### config.mk
export PLATFORM = sky130hd
export DESIGN_NAME = scan_chain_loader
export DESIGN_NICKNAME = d
export VERILOG_FILES = /design/src/rtl/scan_loader_pkg.sv /design/src/rtl/scan_byte_serdes.sv /design/src/rtl/scan_chain_loader.sv
export SDC_FILE = /design/constraint.sdc
export NUM_CORES = 1
export LEC_CHECK = 0
export CAP_MARGIN = 0
export CORE_MARGIN = 2
export CORE_UTILIZATION = 50
export DETAILED_ROUTE_END_ITERATION = 8
export HOLD_SLACK_MARGIN = 0.08
export PLACE_DENSITY = 0.84
export SLEW_MARGIN = 20
export SYNTH_ARGS = -nofsm -noshare
export SYNTH_HDL_FRONTEND = slang
export SYNTH_SLANG_ARGS = --single-unit
export TNS_END_PERCENT = 10
### constraint.sdc
create_clock -name clk -period 3.7 [get_ports clk]
set_input_delay 0.925 -clock clk [delete_from_list [all_inputs] [get_ports clk]]
set_output_delay 0.925 -clock clk [all_outputs]
set_load 0.03 [all_outputs]
### src/rtl/scan_loader_pkg.sv
// Shared definitions for the scan-chain loader.
//   state_t             : pass sequencer states
//   DEFAULT_CHAIN_LEN   : scan flops in the memory/IO/key chain (15x8 + 1 + 7 + 16)
//   calc_nbytes/calc_rem: host bytes per pass and valid bits in the final byte
package scan_loader_pkg;

    typedef enum logic [2:0] {
        IDLE,
        FETCH,
        SHIFT,
        EMIT,
        DONE
    } state_t;

    localparam int DEFAULT_CHAIN_LEN = 144;

    function automatic int calc_nbytes(input int chain_len, input int data_width);
        return (chain_len + data_width - 1) / data_width;
    endfunction

    // Valid bits in the last byte: DATA_WIDTH when the chain divides evenly.
    function automatic int calc_rem(input int chain_len, input int data_width);
        return chain_len - (calc_nbytes(chain_len, data_width) - 1) * data_width;
    endfunction

endpackage

### src/rtl/scan_byte_serdes.sv
// One-byte shift register used as both serializer and deserializer.
//   clk, rst   : clock, asynchronous active-high reset
//   load       : parallel load of load_data (takes priority over shift_en)
//   shift_en   : shift right by one; serial_in enters at the MSB
//   load_data  : byte to load
//   serial_in  : bit captured from the chain
//   data       : current register contents; data[0] is the outgoing bit
module scan_byte_serdes #(
    parameter int DATA_WIDTH = 8
) (
    input  logic                  clk,
    input  logic                  rst,
    input  logic                  load,
    input  logic                  shift_en,
    input  logic [DATA_WIDTH-1:0] load_data,
    input  logic                  serial_in,
    output logic [DATA_WIDTH-1:0] data
);

    logic [DATA_WIDTH-1:0] shreg_reg;
    logic [DATA_WIDTH-1:0] shreg_next;

    // Written as shift-then-overwrite so a one-bit width still elaborates.
    always_comb begin
        shreg_next                 = shreg_reg >> 1;
        shreg_next[DATA_WIDTH-1]   = serial_in;
    end

    always_ff @(posedge clk or posedge rst) begin
        if (rst) begin
            shreg_reg <= '0;
        end else if (load) begin
            shreg_reg <= load_data;
        end else if (shift_en) begin
            shreg_reg <= shreg_next;
        end
    end

    assign data = shreg_reg;

endmodule

### src/rtl/scan_chain_loader.sv
// Scan-chain initiator: shifts CHAIN_LEN bits from a host byte stream into the
// chain while capturing the bits that fall out, returned as a byte stream.
//   clk, rst                 : clock, asynchronous active-high reset
//   start / busy / done      : pass request, pass in progress, end-of-pass pulse
//   in_data/in_valid/in_ready: host byte stream to program (LSB shifted first)
//   out_data/out_valid/out_ready : captured byte stream
//   chain_scan_enable/chain_scan_in : registered drives to the chain
//   chain_scan_out           : chain output, sampled on each shifting edge
// Build option: SCAN_LOADER_READBACK_EN enables the capture path and EMIT state;
// without it the block is write-only (out_* tied 0, out_ready ignored).
module scan_chain_loader
    import scan_loader_pkg::*;
#(
    parameter int CHAIN_LEN  = DEFAULT_CHAIN_LEN,
    parameter int DATA_WIDTH = 8
) (
    input  logic                  clk,
    input  logic                  rst,
    input  logic                  start,
    output logic                  busy,
    output logic                  done,
    input  logic [DATA_WIDTH-1:0] in_data,
    input  logic                  in_valid,
    output logic                  in_ready,
    output logic [DATA_WIDTH-1:0] out_data,
    output logic                  out_valid,
    input  logic                  out_ready,
    output logic                  chain_scan_enable,
    output logic                  chain_scan_in,
    input  logic                  chain_scan_out
);

    localparam int NBYTES = calc_nbytes(CHAIN_LEN, DATA_WIDTH);
    localparam int REM    = calc_rem(CHAIN_LEN, DATA_WIDTH);
    localparam int BIT_W  = (DATA_WIDTH > 1) ? $clog2(DATA_WIDTH) : 1;
    localparam int BYTE_W = (NBYTES > 1) ? $clog2(NBYTES) : 1;

    state_t              state_reg, state_next;
    logic [BIT_W-1:0]    bit_cnt_reg, bit_cnt_next;
    logic [BYTE_W-1:0]   byte_cnt_reg, byte_cnt_next;
    logic                scan_en_reg, scan_in_reg, scan_in_next;
    logic                load, shift_en, ser_in, next_lsb, last_byte;
    logic [BIT_W-1:0]    bit_last;
    logic [DATA_WIDTH-1:0] ser_data;

    scan_byte_serdes #(.DATA_WIDTH(DATA_WIDTH)) u_serdes (
        .clk       (clk),
        .rst       (rst),
        .load      (load),
        .shift_en  (shift_en),
        .load_data (in_data),
        .serial_in (ser_in),
        .data      (ser_data)
    );

    assign last_byte = (byte_cnt_reg == BYTE_W'(NBYTES - 1));
    assign bit_last  = last_byte ? BIT_W'(REM - 1) : BIT_W'(DATA_WIDTH - 1);

    // Bit that reaches the serdes LSB after one more shift.
    if (DATA_WIDTH > 1) begin : g_next_lsb
        assign next_lsb = ser_data[1];
    end else begin : g_next_lsb_1b
        assign next_lsb = 1'b0;
    end

    always_comb begin
        state_next    = state_reg;
        bit_cnt_next  = bit_cnt_reg;
        byte_cnt_next = byte_cnt_reg;
        load          = 1'b0;
        shift_en      = 1'b0;
        unique case (state_reg)
            IDLE: begin
                if (start) begin
                    state_next    = FETCH;
                    byte_cnt_next = '0;
                end
            end
            FETCH: begin
                if (in_valid) begin
                    load         = 1'b1;
                    bit_cnt_next = '0;
                    state_next   = SHIFT;
                end
            end
            SHIFT: begin
                shift_en     = 1'b1;
                bit_cnt_next = bit_cnt_reg + 1'b1;
                if (bit_cnt_reg == bit_last) begin
`ifdef SCAN_LOADER_READBACK_EN
                    state_next = EMIT;
`else
                    if (last_byte) begin
                        state_next = DONE;
                    end else begin
                        state_next    = FETCH;
                        byte_cnt_next = byte_cnt_reg + 1'b1;
                    end
`endif
                end
            end
`ifdef SCAN_LOADER_READBACK_EN
            EMIT: begin
                if (out_ready) begin
                    if (last_byte) begin
                        state_next = DONE;
                    end else begin
                        state_next    = FETCH;
                        byte_cnt_next = byte_cnt_reg + 1'b1;
                    end
                end
            end
`endif
            default: state_next = IDLE;
        endcase
    end

    // scan_in is registered together with scan_enable so the chain sees the
    // bit for a SHIFT cycle exactly during that cycle.
    always_comb begin
        scan_in_next = 1'b0;
        if (state_next == SHIFT) begin
            scan_in_next = load ? in_data[0] : next_lsb;
        end
    end

    always_ff @(posedge clk or posedge rst) begin
        if (rst) begin
            state_reg    <= IDLE;
            bit_cnt_reg  <= '0;
            byte_cnt_reg <= '0;
            scan_en_reg  <= 1'b0;
            scan_in_reg  <= 1'b0;
        end else begin
            state_reg    <= state_next;
            bit_cnt_reg  <= bit_cnt_next;
            byte_cnt_reg <= byte_cnt_next;
            scan_en_reg  <= (state_next == SHIFT);
            scan_in_reg  <= scan_in_next;
        end
    end

    assign chain_scan_enable = scan_en_reg;
    assign chain_scan_in     = scan_in_reg;
    assign in_ready          = (state_reg == FETCH);
    assign done              = (state_reg == DONE);
    // busy covers the whole pass including the DONE cycle, so start in DONE is dropped.
    assign busy              = (state_reg != IDLE);

`ifdef SCAN_LOADER_READBACK_EN
    assign ser_in    = chain_scan_out;
    assign out_valid = (state_reg == EMIT);
    // A short final byte has its captured bits at the top of the register;
    // realign them to bit 0 and drop the leftover input bits below them.
    assign out_data  = (state_reg != EMIT) ? '0 :
                       last_byte ? (ser_data >> (DATA_WIDTH - REM)) : ser_data;
`else
    logic unused_inputs;
    assign ser_in        = 1'b0;
    assign out_valid     = 1'b0;
    assign out_data      = '0;
    assign unused_inputs = &{1'b0, out_ready, chain_scan_out, ser_data[0]};
`endif

endmodule
==> results.cfg, run 1 <==
[run_status]
outcome = complete, no violations

[cts]
post_cts_buffers = 0
cts_made_buffers = 3
htree_levels = 1
clkTransAtPathRegs_ps = 120
holdBufCountCts = 0
cts_sinks = 20
clock_path_buffers = 2
cts_tree = done
cts-root-buf = clkbuf_4
cts_resized = 0
clk-insertion-delay-late_ps = 310

[layout]
largest_reg_flops = 7
fillers = 152
antenna_cells = 0
nets = 133
drive_above_1_share_pct = 7.89
finish.utilization_pct = 62.9
syn_to_final_growth_pct = 16.6

[worst_setup_path]
required_ps = 2770
crit_arrival_ps = 1800
crit_fanout = 9
startpoint_type = flop
critPathCaptureType = output pin
critical_path_class = flop to output pin

[detailed_routing]
drtIter0Drc = 9
wl_microns = 1880
dr.pass1.iters = 4
via_count = 730
wl_per_cell_microns = 13.3
drtAntennaViolNets = 0
routed_via_density = 5.18
drc = 0

[global_routing]
met3_usage_pct = 2.08
antenna_found_initial = 0
grtUsageMet1_pct = 19.6
grt-busiest-layer = met2
grt_pass1_vias = 660
grt_max_degree = 21
grt_pass1_wl_microns = 3150
gr-usage-all-layers_pct = 16.5
grt_use_met2_pct = 29.8
overflow = 0

[sta]
worstMarginPinSlew_ps = 764
tns_ps = 0
setup_viol = 0
hold_viol_final = 0
fin_skew_ps = 5.89
layout_worst_path_cycle_share_pct = 73.8
drv_slew = 0
rsz0062_at_grt = no
slew-limit-headroom_pct = 48.8
max_clock_freq_ghz = 0.366
fin_crit_ps = 2730

[power]
vdd_ir_drop_max_mv = 0.443
power.leakage_nw = 0.619
cellPowerDensity_nw_per_um2 = 684

[die]
initial_core_util_pct = 53.9
die_y_microns = 50.2
ioPinCount = 28
rows = 16
die_x_microns = 50.2
core_sq_um = 1980
fp.dieArea_sq_um = 2520

[yosys]
synthArstFlopShare_pct = 100
yosys_warnings = 0
synth_ff_type = dfrtp_1
synth_cell_type_count = 30
yosysTopAreaCell = dfrtp_1
synth.top_cell.area_share_pct = 46.8
ys_seq_area_share_pct = 46.8
ys_top_cells_by_count = 20 x dfrtp_1, 12 x nand2_1, 11 x buf_4
synth_area_per_cell_sq_um = 10.8
yosysMostFrequentCell = dfrtp_1
synthTopCellsByArea = dfrtp_1 47%, buf_4 7.7%, a22o_1 4.9%
synth_seq_cells = 20
synth_edf_count = 0
syn_inst = 99
syn_area_sq_um = 1070

[placed_design]
port_buffers = 16
hpwlAfterDp_microns = 1440
gp_congestion = 0.783

[min_path]
worstHoldPathType = flop to flop

[run]
drv_cap = 0
## critical path, cell delays in order, from the launching register on
cell and delay [ps]:
dfrtp_1 500, nor3b_1 280, clkdlybuf4s50_1 720
## logic make-up after synthesis
logic type                 synth area share [%]
adders and majority gates                  4.68
and+or+nand+nor                            19.6
muxes                                      5.74
other                                     0.351
AOI/OAI and AO/OA                          12.5
buffers and inverters                      10.3
DFF                                        46.8
## metal layers
layer | routed length [microns] | share of wire (%)
met1 | 768 | 41
met4 | 31 | 1.6
met5 | 0 | 0
met2 | 1020 | 54
met3 | 56 | 3.0
## cells in the final DEF (no fill, tap or decap), drive strengths merged, types with 3 or more instances in the layout
cell type | Yosys | routed
clkdlybuf4s50 | 0 | 16
o21ai | 4 | 4
inv | 3 | 3
ha | 4 | 4
nand4 | 3 | 3
mux2i | 5 | 5
nand2 | 12 | 12
nor3b | 3 | 3
nor2 | 4 | 4
clkbuf | 0 | 3
a21o | 5 | 5
a22o | 6 | 6
dfrtp | 20 | 20
conb | 1 | 9
## through the flow
stage / instance area [sq um] / setup WS (ps) / hold WS (ps) / total power [mW] / instances
floorplan: 1100 / 1490 / 445 / 0.602 / 107
global placement: 1190 / 1330 / 463 / 0.661 / 137
detailed placement: 1190 / 1320 / 467 / 0.682 / 137
CTS: 1250 / 964 / 490 / 0.858 / 141
global route: 1250 / 827 / 506 / 0.905 / 141
finish: 1250 / 971 / 492 / 0.853 / 141
## where the power goes
| part | leakage, nW | switching [mW] | internal (mW) |
|---|---|---|---|
| Clock | 0.0279 | 0.0696 | 0.110 |
| Sequential | 0.262 | 0.0563 | 0.287 |
| Combinational | 0.329 | 0.176 | 0.154 |
| Total | 0.619 | 0.302 | 0.550 |
## worst paths after layout
path / startpoint / end / slack [ps] / cells past startpoint
worst max-delay path: state_reg[0]$_DFF_PP0_ / in_ready / 970 / 2
worst min-delay path: u_serdes.data[2]$_DFFE_PP0P_ / u_serdes.data[2]$_DFFE_PP0P_ / 490 / 1
worst max register to register: state_reg[1]$_DFF_PP0_ / bit_cnt_reg[0]$_DFFE_PP0P_ / 1930 / 3
worst min register to register: u_serdes.data[2]$_DFFE_PP0P_ / u_serdes.data[2]$_DFFE_PP0P_ / 490 / 1
max in group asynchronous: rst / state_reg[1]$_DFF_PP0_ / 2190 / 2
min in group asynchronous: rst / byte_cnt_reg[3]$_DFFE_PP0P_ / 1030 / 2
## layout make-up
type | instances | area (sq um) | share of cell area [%]
tap | 27 | 33.8 | 2.71
multi-input combinational | 71 | 488 | 39.2
clock buffer | 3 | 22.5 | 1.81
inverter | 3 | 11.3 | 0.904
clock inverter | 1 | 30.0 | 2.41
sequential | 20 | 500 | 40.2
timing repair buffer | 16 | 160 | 12.9
Note: power is estimated with default switching activity, not from simulation.
==> run 2, diff against run 1 <==
- CORE_UTILIZATION: 50 -> 43
- PLACE_DENSITY: 0.84 -> 0.77
- clock period: 3.7 -> 2.2 ns (I/O delays scaled with it)
==> run 2 against run 1 <==
Design area increased by 1.3%. Die area increased by 15%. Combinational power is 64% higher. Sequential power increased by 70%. Clock power is 69% higher. Setup slack lost 850 ps. Via count decreased by 0.41%. Total power grew 67%. Critical endpoint is now busy.
==> results.cfg, run 2 (synthesis results as in run 1) <==
[layout]
antenna_cells = 0
fillers = 223
nets = 135
largest_reg_flops = 7
syn_to_final_growth_pct = 18.1
layout_common_cells = 19 x dfrtp_1, 13 x clkdlybuf4s50_1, 12 x nand2_1
drive_above_1_share_pct = 10.3
final_common_cell = dfrtp_1

[cts]
htree_levels = 1
clkTransAtPathRegs_ps = 110
cts_made_buffers = 3
holdBufCountCts = 0
cts_sinks = 20
clock_path_buffers = 2
clk-insertion-delay-late_ps = 310
cts_tree = done
cts-root-buf = clkbuf_4

[sta]
drv_slew = 0
layout_worst_path_cycle_share_pct = 94.5
hold_viol_final = 0
rsz0062_at_grt = no
max_clock_freq_ghz = 0.481
fin_skew_ps = 2.97
setup_viol = 0
tns_ps = 0
fin_crit_ps = 2080

[power]
vdd_ir_drop_max_mv = 0.639
power_mw = 1.42
power.leakage_nw = 0.638
cellPowerDensity_nw_per_um2 = 1130

[detailed_routing]
routed_via_density = 4.98
drc = 0
wl_per_cell_microns = 12.4
dr.pass1.iters = 4
wl_microns = 1820
drtAntennaViolNets = 0
via_count = 727
drtIter0Drc = 7

[die]
initial_core_util_pct = 44.3
fp.dieArea_sq_um = 2900
rows = 18
ioPinCount = 28
die_y_microns = 53.9
die_x_microns = 53.9
core_sq_um = 2410

[run_status]
outcome = complete, no violations

[worst_setup_path]
crit_arrival_ps = 1530
crit_fanout = 9
rr_startpoint = bit_cnt_reg[0]$_DFFE_PP0P_
startpoint_type = flop
crit_start = state_reg[2]$_DFF_PP0_
critical_path_class = flop to output pin
required_ps = 1650
critPathCaptureType = output pin

[global_routing]
grt_pass1_wl_microns = 3090
gr-usage-all-layers_pct = 14.7
overflow = 0
antenna_found_initial = 0
grt_max_degree = 21
grt_pass1_vias = 743

[min_path]
worstHoldPathType = flop to flop
hp-start = u_serdes.data[6]$_DFFE_PP0P_

[placed_design]
hpwlAfterDp_microns = 1320
gp_congestion = 0.825
port_buffers = 16

[run]
drv_cap = 0
[run 2: worst paths after layout]
check | end | slack (ps) | cells past startpoint
max in group asynchronous | state_reg[0]$_DFF_PP0_ | 1410 | 3
min in group asynchronous | byte_cnt_reg[4]$_DFFE_PP0P_ | 550 | 3
max reg2reg | byte_cnt_reg[3]$_DFFE_PP0P_ | 700 | 5
max | busy | 120 | 2
min reg2reg | u_serdes.data[6]$_DFFE_PP0P_ | 490 | 1
min | u_serdes.data[6]$_DFFE_PP0P_ | 490 | 1
[run 2: power breakdown]
part           switching [mW]  internal (mW)  leakage, nW  total (mW)
sequential             0.0972          0.485        0.261       0.582
combinational           0.288          0.253        0.349       0.541
clock                   0.118          0.184       0.0279       0.302
[run 2: cell type report]
class	instances	area, sq um	share of cell area, %
clock buffers	3	22.5	1.78
clock inverters	1	30.0	2.38
inverters	3	11.3	0.892
multi-input cells	71	488	38.7
flip-flops and latches	20	502	39.7
well taps	30	37.5	2.97
repair buffers	18	171	13.6
[run 2: worst max-delay path, cell delays in order, from the launching register on]
cell and delay [ps]:
dfrtp_1 480, or3_1 380, dlygate4sd2_1 360
[run 2: per-stage QoR]
stage	worst slack [ps]	instances	util (%)	hold slack, ps	instance area [sq um]
2_1_floorplan	363	107	-	445	1100
3_3_place_gp	205	142	50.3	464	1210
3_5_place_dp	158	142	50.3	466	1210
4_1_cts	78.3	146	52.3	493	1260
5_1_grt	36.6	146	52.4	522	1260
6_report	122	146	52.4	493	1260
[run 2: metal layers]
metal	up-vias	wire, microns	global-route usage [%]
li1	363	-	-
met1	347	761	16.5
met2	13	969	25.8
met3	4	57	2.78
met4	0	27	8.55
met5	-	0	0
[run 2: timing repair]
action	in CTS	in global routing
gates resized for setup	3	3
buffers inserted	0	0
endpoints found under the setup margin	3	1
